**src/rtl/cmm_hst2apb.sv**
```systemverilog
// cmm_hst2apb: host register requests issued as APB4 master transfers.
// Ports: hst_* request/ack side, apb_* APB4 master side, one clock.
module cmm_hst2apb #(
  parameter int         C_AW   = 32,
  parameter logic [2:0] C_PROT = 3'b000,
  parameter int         C_TMO  = 256
) (
  input  logic            apb_pclk,
  input  logic            apb_presetn,
  input  logic [3:0]      hst_sel,
  input  logic [C_AW-1:0] hst_addr,
  input  logic            hst_wen,
  input  logic [31:0]     hst_wdat,
  output logic            hst_rack,
  output logic [31:0]     hst_rdat,
  output logic            hst_err,
  output logic            hst_full,
  output logic            hst_ovf,
  output logic            apb_psel,
  output logic            apb_penable,
  output logic            apb_pwrite,
  output logic [C_AW-1:0] apb_paddr,
  output logic [31:0]     apb_pwdata,
  output logic [3:0]      apb_pwstrb,
  output logic [2:0]      apb_pprot,
  input  logic            apb_pready,
  input  logic            apb_pslverr,
  input  logic [31:0]     apb_prdata
);

  typedef enum logic [1:0] {
    IDLE   = 2'd0,
    SETUP  = 2'd1,
    ACCESS = 2'd2
  } state_t;

  localparam bit          TMO_EN   = (C_TMO != 0);
  localparam logic [15:0] TMO_LAST = 16'(C_TMO - 1);

  state_t state, state_nx;

  logic [C_AW-1:0] act_addr;
  logic            act_wen;
  logic [31:0]     act_wdat;
  logic [3:0]      act_sel;

  logic            pend_v;
  logic [C_AW-1:0] pend_addr;
  logic            pend_wen;
  logic [31:0]     pend_wdat;
  logic [3:0]      pend_sel;

  logic [15:0] cnt;

  logic req, done, tmo, fin;
  logic promote, load_new, store, drop;

  assign req  = |hst_sel;
  assign done = (state == ACCESS) && apb_pready;
  assign tmo  = (state == ACCESS) && !apb_pready
             && TMO_EN && (cnt == TMO_LAST);
  assign fin  = done | tmo;

  // Pending entry moves to the bus from IDLE or on completion;
  // a busy bridge parks one request, and a full slot drops it.
  assign promote  = pend_v && ((state == IDLE) || fin);
  assign load_new = (state == IDLE) && !pend_v && req;
  assign store    = req && !pend_v && (state != IDLE);
  assign drop     = req && pend_v;

  assign hst_full = pend_v;

  always_ff @(posedge apb_pclk or negedge apb_presetn) begin
    if (!apb_presetn) state <= IDLE;
    else              state <= state_nx;
  end

  always_comb begin
    state_nx = state;
    unique case (state)
      IDLE:    if (promote || load_new) state_nx = SETUP;
      SETUP:   state_nx = ACCESS;
      ACCESS:  if (fin) state_nx = pend_v ? SETUP : IDLE;
      default: state_nx = IDLE;
    endcase
  end

  always_comb begin
    apb_psel    = 1'b0;
    apb_penable = 1'b0;
    apb_pwrite  = 1'b0;
    apb_paddr   = '0;
    apb_pwdata  = '0;
    apb_pwstrb  = '0;
    apb_pprot   = '0;
    if (state != IDLE) begin
      apb_psel    = 1'b1;
      apb_penable = (state == ACCESS);
      apb_pwrite  = act_wen;
      apb_paddr   = act_addr;
      apb_pwdata  = act_wdat;
      apb_pwstrb  = act_wen ? act_sel : 4'b0000;
      apb_pprot   = C_PROT;
    end
  end

  always_ff @(posedge apb_pclk or negedge apb_presetn) begin
    if (!apb_presetn) begin
      act_addr  <= '0;
      act_wen   <= 1'b0;
      act_wdat  <= '0;
      act_sel   <= '0;
      pend_v    <= 1'b0;
      pend_addr <= '0;
      pend_wen  <= 1'b0;
      pend_wdat <= '0;
      pend_sel  <= '0;
      cnt       <= '0;
      hst_rack  <= 1'b0;
      hst_rdat  <= '0;
      hst_err   <= 1'b0;
      hst_ovf   <= 1'b0;
    end else begin
      if (load_new) begin
        act_addr <= hst_addr;
        act_wen  <= hst_wen;
        act_wdat <= hst_wdat;
        act_sel  <= hst_sel;
      end else if (promote) begin
        act_addr <= pend_addr;
        act_wen  <= pend_wen;
        act_wdat <= pend_wdat;
        act_sel  <= pend_sel;
      end

      if (store) begin
        pend_v    <= 1'b1;
        pend_addr <= hst_addr;
        pend_wen  <= hst_wen;
        pend_wdat <= hst_wdat;
        pend_sel  <= hst_sel;
      end else if (promote) begin
        pend_v <= 1'b0;
      end

      if (state == SETUP)
        cnt <= '0;
      else if ((state == ACCESS) && !apb_pready)
        cnt <= cnt + 16'd1;

      hst_rack <= fin;
      hst_err  <= done ? apb_pslverr : tmo;
      hst_rdat <= (done && !act_wen) ? apb_prdata : 32'h0;
      hst_ovf  <= drop;
    end
  end

endmodule
```
**config.mk**
```make
export PLATFORM = sky130hd
export DESIGN_NAME = cmm_hst2apb
export DESIGN_NICKNAME = d
export VERILOG_FILES = /design/src/rtl/cmm_hst2apb.sv
export SDC_FILE = /design/constraint.sdc
export NUM_CORES = 1
export LEC_CHECK = 0
export CAP_MARGIN = 20
export CELL_PAD_IN_SITES_DETAIL_PLACEMENT = 1
export CELL_PAD_IN_SITES_GLOBAL_PLACEMENT = 2
export CORE_MARGIN = 3
export CORE_UTILIZATION = 36
export DETAILED_ROUTE_END_ITERATION = 8
export HOLD_SLACK_MARGIN = 0.06
export PLACE_DENSITY_LB_ADDON = 0.12
export SLEW_MARGIN = 25
export SYNTH_ARGS = -nofsm -noshare
export SYNTH_HDL_FRONTEND = slang
export SYNTH_SLANG_ARGS = --single-unit
```
**constraint.sdc**
```tcl
create_clock -name apb_pclk -period 3.5 [get_ports apb_pclk]
set_input_delay 0.7 -clock apb_pclk [delete_from_list [all_inputs] [get_ports apb_pclk]]
set_output_delay 0.7 -clock apb_pclk [all_outputs]
set_load 0.01 [all_outputs]
```
==> impl_metrics.tcl, run 1 <==
set metrics [dict create \
    status "finished, final reports clean" \
    met3_usage 0.0668 \
    die_h_um 164 \
    rows 57 \
    hold_violations 0 \
    cts_buffers 17 \
    dr.pass1.iters 4 \
    min_period_ns 3.25 \
    ys.flop_type "dfrtp_1" \
    seq_area_frac_synth 0.533 \
    cap_violations 0 \
    drt_iter0_drc 236 \
    setup.worst_path.end_class "output port" \
    ir_drop_v 0.000538 \
    antenna_found_initial 1 \
    startpoint_type "flop" \
    crit_family "buffers and inverters" \
    grt.total_usage 0.170 \
    clock_latency_ns 0.43 \
    ant_nets 0 \
    fmax_ghz 0.307 \
    worst-r2r-setup-slack_ns 0.75 \
    post-route-period-util 0.929 \
    via_per_inst 4.83 \
    clock_skew_ns 0.0138 \
    cts.sinks 192 \
    clk_pin_slew_worst_paths_ns 0.07 \
    worstPathRequired_ns 2.80 \
    multiInputGateArea_um2 3890 \
    grt_pass1_wl_um 36000 \
    yosys.area.top_type "dfrtp_1" \
    ys_ff_latch 192 \
    cts_setup_buffers 0 \
    tightestPinTransition_ns 0.787 \
    cts_tree "done" \
    ys.warnings.count 0 \
    cts-resized-gates 0 \
    synth.avg_cell_area_um2 14.0 \
    busiest_layer "met2" \
    synth_edf_count 0 \
    synthCells 646 \
    vias 5731 \
    synth.distinct_cells 49 \
    die_w_um 164 \
    area_growth_pct 33.3 \
    p_leak_nw 5.10 \
    yosys-top-cells-count "dfrtp_1, mux2_2, and2_1, mux2_4, nand2_1" \
    syn_area_um2 9020 \
    max-slew-margin-rel 0.475 \
    gr-usage-met2 0.275 \
    drive_above_1_share 0.291 \
    worstHoldPathType "in -> async" \
    ff_latch_area_um2 4800 \
    synthArstFlopShare 1.00 \
    routabilityCongestion 0.754 \
    crit_path_cell_trace "or2_2 -> buf_12 -> and3_1 -> clkdlybuf4s50_1" \
    cts_htree_levels 4 \
    avgRoutedWirePerCell_um 18.9 \
    grt_max_degree 92 \
    setup_viol 0 \
    diodes 0 \
    core_um2 24500 \
    design_power_total_mw 11.5 \
    drc 0 \
    fillers 2453 \
    crit_slowest_cell "clkdlybuf4s50_1" \
    fp.dieArea_um2 27000 \
    synthTopCellsByArea "dfrtp_1, mux2_2, mux2_4, and2_1, buf_12" \
    slew_violations 0 \
    cts-root-buf "clkbuf_16" \
    critPathMaxStageDelay_ns 0.59 \
    grt_overflow 0 \
    io-pin-count 215 \
    grt_pass1_vias 6559 \
    crit_type "reg -> out" \
    cp.depth 4 \
    met1_usage 0.214 \
    io_buffers 211 \
    fin_tns_setup_ns 0 \
    clk_path_buf_depth 2 \
    synth_top_area_frac 0.533 \
    rsz0062_at_grt "no" \
    pwr_density_cell_nw_per_um2 960 \
    nNetsFinal 956 \
    crit_buf_inv 2 \
    reg2reg_depth 6 \
    yosysMostFrequentCell "dfrtp_1" \
    cts-hold-fix-buffers 0 \
    dp_hpwl_um 15200 \
    initial_core_util 0.369 \
    worstPathMaxFanout 51 \
    drt-total-wl_um 22400 \
    cp.arrival_ns 2.55 \
]
## registers in the layout, indices dropped and copies added (netlist names), 2 cells and up
register / flops
pend_wdat: 32
act_wdat: 32
hst_rdat: 32
pend_sel: 4
act_sel: 4
act_addr: 32
cnt: 16
pend_addr: 32
state: 2
## power breakdown
part | internal, mW | switching (mW)
combinational | 3.61 | 2.26
sequential | 3.16 | 0.484
clock | 1.17 | 0.862
## cell families (layout without fill, tap and decap cells)
group                    Yosys count  in the layout  share of synthesized area
AO/OA/AOI/OAI                     28             28                     0.0216
XOR/XNOR                           3              3                    0.00291
adder cells (fa/ha/maj)            1              1                    0.00139
buffers and inverters             47            261                     0.0398
flip-flops                       192            192                      0.533
multiplexers                     209            209                      0.289
other                              1              3                   0.000416
AND/OR/NAND/NOR                  165            165                      0.112
## worst reg2reg max path, stage by stage (launching register included)
cell and delay, ns:
dfrtp_1 0.52, or2_2 0.52, buf_12 0.27, nor3_4 0.33, o221a_4 0.38, buf_12 0.27
mux2_4 0.34
## final timing paths
| path | from | end |
|---|---|---|
| max in group asynchronous | apb_presetn | act_addr[7]$_DFFE_PN0P_ |
| worst max register to register | state[1]$_DFFE_PN0P_ | act_wdat[13]$_DFFE_PN0P_ |
| worst min register to register | cnt[15]$_DFFE_PN0P_ | cnt[15]$_DFFE_PN0P_ |
| worst min-delay path | apb_presetn | pend_addr[1]$_DFFE_PN0P_ |
| worst max-delay path | state[1]$_DFFE_PN0P_ | apb_pwstrb[2] |
| min in group apb_pclk | cnt[15]$_DFFE_PN0P_ | cnt[15]$_DFFE_PN0P_ |
## metrics by stage
step	hold slack, ns	cells	setup WS, ns	area, um2	util
3_3_place_gp	0.479	1155	0.617	11400	0.467
2_1_floorplan	0.404	648	1.34	9030	-
6_report	0.333	1186	0.248	12000	0.492
3_5_place_dp	0.489	1155	0.606	11400	0.467
5_1_grt	0.395	1186	0.0249	12000	0.492
4_1_cts	0.373	1186	0.172	12000	0.492
## per-layer routing
layer	share of wire	wire length (um)	vias to the layer above
met4	0.012	263	2
met2	0.47	10600	169
li1	-	-	2635
met5	0.00036	8	-
met1	0.43	9590	2906
met3	0.089	1990	19
## area by class of cell
cell class	count	area share
repair buffers	224	0.191
clock inverters	11	0.0126
well taps	324	0.0337
flip-flops and latches	192	0.399
inverters	6	0.00187
multi-input cells	409	0.323
clock buffers	20	0.0380
## cells in the final DEF (no fill, tap or decap), types with 2 or more instances in the layout
cell             Yosys  final
a21oi_1              3      3
and2_1              97     97
and3_1               6      6
and4b_1              2      2
buf_12               8      7
buf_4                6      6
bufinv_16            0      3
clkbuf_16            0     17
clkbuf_8             0      3
clkdlybuf4s50_1      0    210
clkinv_2             0      2
conb_1               1      3
dfrtp_1            192    192
inv_1                6      6
inv_6                0      4
mux2_1              10     10
mux2_2             129    129
mux2_4              69     69
nand2_1             18     18
nand3_1              8      8
nand4_1              2      2
nor2_1               8      8
nor2b_1              2      2
nor3_1               6      6
nor4_1               3      3
nor4_4               2      2
o211ai_1             2      2
o21ai_0              9      9
o2bb2ai_1            2      2
o31ai_1              3      3
or2_2                2      3
xnor2_1              3      3
(Power assumes the default switching activity.)
==> inputs of run 2 (changes only) <==
Settings changed: CORE_UTILIZATION 36 to 34.
Clock period 3.5 ns to 3.2 ns, I/O delays scaled along.
==> run 2 against run 1 <==
Against the previous run:
- sequential cell count is the same
- critical path type unchanged
- highest routed layer unchanged
- largest power group unchanged
- critical endpoint is now apb_pwdata[31]
- setup slack lost 0.030 ns
- largest cell class unchanged
- design area is essentially flat
==> impl_metrics.tcl, run 2 (synthesis gave the netlist of run 1 again) <==
set metrics [dict create \
    design_power_total_mw 12.6 \
    area_growth_pct 33.4 \
    fmax_ghz 0.335 \
    p_switching_mw 4.09 \
    tightestPinTransition_ns 0.650 \
    cp.arrival_ns 2.34 \
    io_buffers 211 \
    clockPowerShare 0.169 \
    worstPathMaxFanout 61 \
    antenna_found_initial 1 \
    hold_violations 0 \
    worst-r2r-setup-slack_ns 0.77 \
    cap_violations 0 \
    crit_path_cell_trace "or2_4 -> buf_12 -> and2_1 -> clkdlybuf4s50_1" \
    worstHoldPathType "in -> async" \
    critPathMaxStageDelay_ns 0.60 \
    placed_cells 1164 \
    layout_common_cells "clkdlybuf4s50_1, dfrtp_1, mux2_2" \
    fp.dieArea_um2 28500 \
    rows 58 \
    ir_drop_v 0.000473 \
    critPathCapture "apb_pwdata[31]" \
    r2r_start "state[1]$_DFFE_PN0P_" \
    clk_pin_slew_worst_paths_ns 0.08 \
    cts-hold-fix-buffers 0 \
    drc 0 \
    die_w_um 169 \
    core_um2 25600 \
    cts.sinks 192 \
    internal_power_mw 8.50 \
    drive_above_1_share 0.296 \
    startpoint_type "flop" \
    clk_path_buf_depth 2 \
    grt_pass1_vias 6664 \
    p_seq_frac 0.316 \
    cts-root-buf "clkbuf_16" \
    rsz0062_at_grt "no" \
    p_comb_frac 0.515 \
    p_leak_nw 5.11 \
    clock_skew_ns 0.0113 \
    final_common_cell "clkdlybuf4s50_1" \
    drt-total-wl_um 23200 \
    grt_overflow 0 \
    place_ws_ns 0.320 \
    dp_hpwl_um 16000 \
    grt.total_usage 0.166 \
    status "finished, final reports clean" \
    slew_violations 0 \
    routabilityCongestion 0.782 \
    initial_core_util 0.352 \
    cts-resized-gates 0 \
    cts_buffers 17 \
    crit_slowest_cell "clkdlybuf4s50_1" \
    pwr_density_cell_nw_per_um2 1050 \
    io-pin-count 215 \
    avgRoutedWirePerCell_um 19.4 \
    nNetsFinal 959 \
    cts_tree "done" \
    clock_latency_ns 0.43 \
    post-route-period-util 0.932 \
    cts_htree_levels 4 \
    fin_cells 1196 \
    setup_viol 0 \
    max-slew-margin-rel 0.567 \
    r2r_end "act_addr[15]$_DFFE_PN0P_" \
    fin_tns_setup_ns 0 \
    cts_setup_buffers 0 \
    swShare 0.325 \
    dr.pass1.iters 4 \
    ant_nets 0 \
    min_period_ns 2.98 \
    vias 5796 \
    hold_ws_ns 0.233 \
    worst_slack_ns 0.218 \
    drt_iter0_drc 204 \
    grt_pass1_wl_um 37700 \
    worstPathRequired_ns 2.56 \
    grt_max_degree 78 \
    via_per_inst 4.85 \
    fillers 2611 \
    setup.worst_path.end_class "output port" \
    crit_type "reg -> out" \
    startpoint "state[1]$_DFFE_PN0P_" \
    diodes 0 \
    reg2reg_depth 6 \
    die_h_um 169 \
]
-- run 2: changes by cell type in the layout (fill, tap and decap cells not counted), sizes merged --
cell	before	now
buf	13	16
inv	10	17
clkinvlp	1	0
bufinv	3	0
clkbuf	21	20
clkinv	3	2
-- run 2: metrics by stage --
stage               area [um2]   util
floorplan                 9030      -
global placement         11500  0.447
detailed placement       11500  0.447
CTS                      12000  0.470
global route             12000  0.470
finish                   12000  0.470
-- run 2: worst min-delay path by stage --
stage                             start                  endpoint  slack [ns]  cells after the start
6_report                    apb_presetn   act_addr[0]$_DFFE_PN0P_        0.23                      1
3_5_place_dp   act_wdat[21]$_DFFE_PN0P_  act_wdat[21]$_DFFE_PN0P_        0.49                      1
5_1_grt                     apb_presetn   act_addr[0]$_DFFE_PN0P_        0.25                      1
2_1_floorplan               apb_presetn   act_addr[0]$_DFFE_PN0P_        0.34                      0
3_3_place_gp        cnt[15]$_DFFE_PN0P_       cnt[15]$_DFFE_PN0P_        0.48                      1
4_1_cts                     apb_presetn   act_addr[0]$_DFFE_PN0P_        0.25                      1
-- run 2: area by class of cell --
cell class / count / area, um2 / area share
inverters: 6 / 22.5 / 0.00187
multi-input cells: 409 / 3890 / 0.323
clock inverters: 13 / 131 / 0.0109
clock buffers: 19 / 453 / 0.0376
flip-flops and latches: 192 / 4800 / 0.399
well taps: 330 / 413 / 0.0343
repair buffers: 227 / 2320 / 0.193
-- run 2: routing by layer --
layer  global-route usage  share of wire  up-vias
li1                     -              -     2646
met1                0.213           0.44     2964
met2                0.265           0.47      171
met3               0.0698          0.083       13
met4               0.0327         0.0078        2
met5                    0        0.00086        -
-- run 2: power groups by stage --
stage / logic (mW) / clock network [mW] / registers [mW]
after floorplan: 4.65 / 0 / 3.84
after global placement: 6.41 / 0 / 3.96
after CTS: 6.61 / 2.21 / 3.99
after detailed placement: 6.59 / 0 / 4.02
after global routing: 6.98 / 2.32 / 4.12
final: 6.48 / 2.13 / 3.98
-- run 2: worst max-delay path: cells and delay by family (launching register included) --
family | cells | cell delay (ns)
buffers and inverters | 2 | 0.87
DFF | 1 | 0.52
and+or+nand+nor | 2 | 0.47
